[src/rtl/wb_arbiter.sv]
// Write-back arbiter: round-robin selection among four register-file write
// sources, driving the shared 4:1 mux select and a one-entry write register.
module wb_arbiter #(
  parameter int ADDR_W = 3,
  parameter int DATA_W = 16
) (
  input  logic              clk,
  input  logic              rst,
  input  logic [3:0]        req_v,
  input  logic [ADDR_W-1:0] req_rd0,
  input  logic [ADDR_W-1:0] req_rd1,
  input  logic [ADDR_W-1:0] req_rd2,
  input  logic [ADDR_W-1:0] req_rd3,
  output logic [3:0]        req_rdy,
  output logic [1:0]        f0,
  input  logic [DATA_W-1:0] rd_v,
  input  logic              wb_stall,
  output logic              wb_we,
  output logic [ADDR_W-1:0] wb_addr,
  output logic [DATA_W-1:0] wb_data
);

  logic [1:0]        ptr;
  logic [1:0]        winner;
  logic [1:0]        idx;
  logic              found;
  logic              any_req;
  logic              accept_ok;
  logic              xfer;
  logic [ADDR_W-1:0] win_addr;

  // Scan from ptr upward (mod 4); the first requesting index wins.
  always_comb begin
    winner = ptr;
    found  = 1'b0;
    idx    = '0;
    for (int unsigned k = 0; k < 4; k++) begin
      idx = ptr + 2'(k);
      if (!found && req_v[idx]) begin
        winner = idx;
        found  = 1'b1;
      end
    end
  end

  always_comb begin
    any_req   = |req_v;
    accept_ok = ~(wb_we & wb_stall);
    f0        = '0;
    req_rdy   = '0;
    if (!rst) begin
      f0 = any_req ? winner : ptr;
      if (any_req && accept_ok) req_rdy = 4'b0001 << winner;
    end
    xfer = |(req_v & req_rdy);
  end

  always_comb begin
    unique case (winner)
      2'd0:    win_addr = req_rd0;
      2'd1:    win_addr = req_rd1;
      2'd2:    win_addr = req_rd2;
      default: win_addr = req_rd3;
    endcase
  end

  always_ff @(posedge clk) begin
    if (rst) begin
      ptr     <= '0;
      wb_we   <= 1'b0;
      wb_addr <= '0;
      wb_data <= '0;
    end else if (xfer) begin
      ptr     <= winner + 2'd1;
      wb_we   <= 1'b1;
      wb_addr <= win_addr;
      wb_data <= rd_v;
    end else if (!wb_stall) begin
      wb_we <= 1'b0;
    end
  end

endmodule

[config.mk]
export PLATFORM = sky130hd
export DESIGN_NAME = wb_arbiter
export DESIGN_NICKNAME = d
export VERILOG_FILES = /design/src/rtl/wb_arbiter.sv
export SDC_FILE = /design/constraint.sdc
export NUM_CORES = 1
export LEC_CHECK = 0
export ABC_AREA = 1
export CAP_MARGIN = 20
export CELL_PAD_IN_SITES_DETAIL_PLACEMENT = 1
export CELL_PAD_IN_SITES_GLOBAL_PLACEMENT = 1
export CORE_ASPECT_RATIO = 0.6
export CORE_MARGIN = 5
export CORE_UTILIZATION = 25
export DETAILED_ROUTE_END_ITERATION = 8
export GPL_TIMING_DRIVEN = 0
export PLACE_DENSITY = 0.81
export SYNTH_ARGS = -nofsm -noshare
export SYNTH_HDL_FRONTEND = slang
export SYNTH_SLANG_ARGS = --single-unit
[constraint.sdc]
create_clock -name clk -period 2.35 [get_ports clk]
set_input_delay 0.47 -clock clk [delete_from_list [all_inputs] [get_ports clk]]
set_output_delay 0.47 -clock clk [all_outputs]
set_load 0.01 [all_outputs]
==> flow_metrics.py <==
metrics = {
    "cts": {
        "h-tree-depth": 1,
        "cts_tree": "done",
        "numCtsBuffers": 3,
        "clkSinkCount": 22,
        "insertion_delay_ns": 0.26,
        "cts_buffer_depth": 2,
        "clkTransAtPathRegs_ns": 0.08,
        "root_buffer": "clkbuf_8",
    },
    "global_routing": {
        "grt_start_max_net_pins": 12,
        "grt_pass1_vias": 1693,
        "grt_pass1_wl_um": 8200,
        "track_usage": 0.144,
        "grt_remaining_overflow": 0,
        "antenna_found_initial": 0,
    },
    "power": {
        "power.net_switching_mw": 1.94,
        "clkPwrFrac": 0.057,
        "vdd.ir_drop.worst_mv": 0.713,
        "power_mw": 4.05,
        "p_comb_frac": 0.778,
        "seq_power_share": 0.165,
        "p_int_mw": 2.10,
        "p_leak_nw": 1.04,
        "p_sw_frac": 0.480,
        "powerDensity_nw_per_um2": 1670,
    },
    "critical_path": {
        "critPathSlowestCell": "dfxtp_4",
        "worstPathArrival_ns": 2.08,
        "worstPathMaxFanout": 4,
        "r2r_slack_ns": -0.13,
        "reg2reg_from": "ptr[0]",
        "crit_path_start_kind": "register",
        "cp.required_ns": 1.88,
        "crit_start": "ptr[0]",
        "path_class": "reg2out",
        "critPathBufInv": 6,
        "cp_cell_sequence": "inv_4 -> buf_6 -> nand2_1 -> nand2_1 -> nand2_2 -> nand2_2 -> nand2_2 -> nor2_4 -> inv_2 -> nand2_4 -> nand2_4 -> buf_4 -> ha_4 -> inv_2 -> nor2_1 -> buf_2",
        "cpPeakStageDelay_ns": 0.37,
        "end_kind": "primary output",
        "cp_common_cell": "nand2_2",
        "cpLargestDelayFamily": "simple AND/OR/NAND/NOR gates",
    },
    "timing": {
        "hold_violations": 0,
        "fmax_mhz": 392,
        "fin_setup_tns_ns": -2.67,
        "final.period_utilization": 1.09,
        "rsz0062_at_grt": "true",
        "slew-limit-headroom": 0.581,
        "postLayoutSetupSlackWorst_ns": -0.200,
        "finClkSkew_ns": 0.00212,
        "layout_min_cycle_time_ns": 2.55,
        "worstMarginPinSlew_ns": 0.629,
        "setup_viol": 27,
        "timing.hold.ws_ns": 0.424,
        "slew_violations": 0,
    },
    "route": {
        "wl_per_cell_um": 15.3,
        "avgViaCountPerCell": 4.58,
        "drc": 0,
        "ant_nets": 0,
        "drt-total-wl_um": 5380,
        "route.vias.total": 1611,
        "drtPass1Iterations": 4,
        "first_iter_violations": 45,
    },
    "placed_design": {
        "pre_cts_ws_ns": -1.10,
        "gp_congestion": 0.764,
        "place_inst": 332,
        "port_buffers": 59,
        "placed_area_um2": 2020,
        "dp_hpwl_um": 3670,
    },
    "synthesis": {
        "syn_area_um2": 1350,
        "yosysUniqueCellTypes": 23,
        "synth_top_area_frac": 0.327,
        "yosys.area.top_type": "dfxtp_1",
        "yosysSeqAreaShare": 0.327,
        "synth_area_per_cell_um2": 6.50,
        "synthCells": 207,
        "yosys_warnings": 0,
        "syn_nets": 247,
        "synthTopCellsByArea": "dfxtp_1 33%, nand2_1 18%, nor2_1 11%",
        "ys_ff_latch": 22,
    },
    "status": {
        "status": "finished with violations",
        "violations": "setup timing",
    },
    "final_layout": {
        "final_cell_mix": "49 x clkdlybuf4s50_1, 37 x nand2_1, 37 x nor2_1",
        "final_common_cell": "clkdlybuf4s50_1",
        "final_cells": 352,
        "final_util": 0.473,
        "stdcell_area_um2": 2420,
        "syn_to_final_growth_pct": 80.3,
        "layout-drive-gt1-share": 0.402,
        "antenna_cells": 0,
        "nets": 328,
    },
    "min_path": {
        "hp-start": "rst",
        "min_path_type": "in2reg",
    },
    "die": {
        "io_pins": 61,
        "die_height_um": 66.8,
        "rows": 20,
        "core_area_um2": 5130,
        "dieArea_um2": 7000,
        "die_x_um": 105,
        "start_util": 0.262,
    },
    "flow_run": {
        "cap_violations": 0,
    },
}
path summary, 6_finish.rpt:
kind                                   end  depth (start not counted)
worst max-delay path            req_rdy[2]                         16
worst min-delay path                 wb_we                          2
worst max register to register  wb_data[8]                         21
worst min register to register  wb_data[0]                          2
per-layer routing:
| layer | vias to the layer above | wire length (um) | global-route usage | part of all wire |
|---|---|---|---|---|
| li1 | 807 | - | - | - |
| met1 | 750 | 2460 | 0.188 | 0.46 |
| met2 | 48 | 2460 | 0.233 | 0.46 |
| met3 | 6 | 404 | 0.0610 | 0.075 |
| met4 | 0 | 55 | 0.00478 | 0.010 |
| met5 | - | 0 | 0 | 0 |
registers in the layout (all words and copies together) (netlist names):
name     count
ptr          2
wb_addr      3
wb_we        1
wb_data     16
repair_timing:
action | 4_1_cts | 5_1_grt
pin swaps | 12 | 31
resized for setup | 81 | 48
endpoints found under the setup margin | 28 | 28
hold buffers | 0 | 0
cloned | 3 | 1
setup buffers | 7 | 6
cells in the mapped netlist, drive strengths merged:
| master | instances |
|---|---|
| a21oi | 9 |
| a32oi | 3 |
| buf | 7 |
| clkbuf | 1 |
| dfxtp | 22 |
| ha | 5 |
| inv | 20 |
| nand2 | 68 |
| nand3 | 9 |
| nand4 | 2 |
| nor2 | 43 |
| o21ai | 18 |
worst register-to-register path, cell delays in order (launching register included):
cell and delay (ns):
dfxtp_4 0.37, inv_4 0.07, buf_6 0.11, nand2_1 0.05, nand2_1 0.09, nand2_2 0.08, nand2_2 0.10, nand2_2 0.07
nor2_4 0.15, inv_2 0.07, nand2_2 0.07, nand2_4 0.09, ha_4 0.18, inv_2 0.05, nor2_2 0.03, buf_4 0.14
nand2_4 0.07, nand2_4 0.05, nor2_4 0.21, buf_6 0.17, o21ai_2 0.06, nor2_1 0.13
kinds of logic (layout without fill, tap and decap cells):
kind of cell,count (synthesis),after routing,synth area share
compound gates,30,30,0.142
fa+ha+maj,5,5,0.0465
buf+inv,28,107,0.107
flops,22,22,0.327
simple gates,122,122,0.377
power groups by stage:
stage | registers (mW) | clock network, mW | logic, mW
global placement | 0.648 | 0 | 2.19
finish | 0.668 | 0.229 | 3.15
global route | 0.691 | 0.255 | 3.48
floorplan | 0.708 | 0 | 1.35
CTS | 0.656 | 0.240 | 2.80
detailed placement | 0.654 | 0 | 2.26
area by class of cell:
class / count / area (um^2)
fill: 640 / 2710
multi-input combinational: 157 / 993
timing repair buffer: 76 / 692
sequential: 22 / 448
inverter: 20 / 85.1
buffer: 8 / 82.6
tap: 66 / 82.6
clock buffer: 3 / 41.3
No activity file was read; power rests on OpenSTA's default activity.
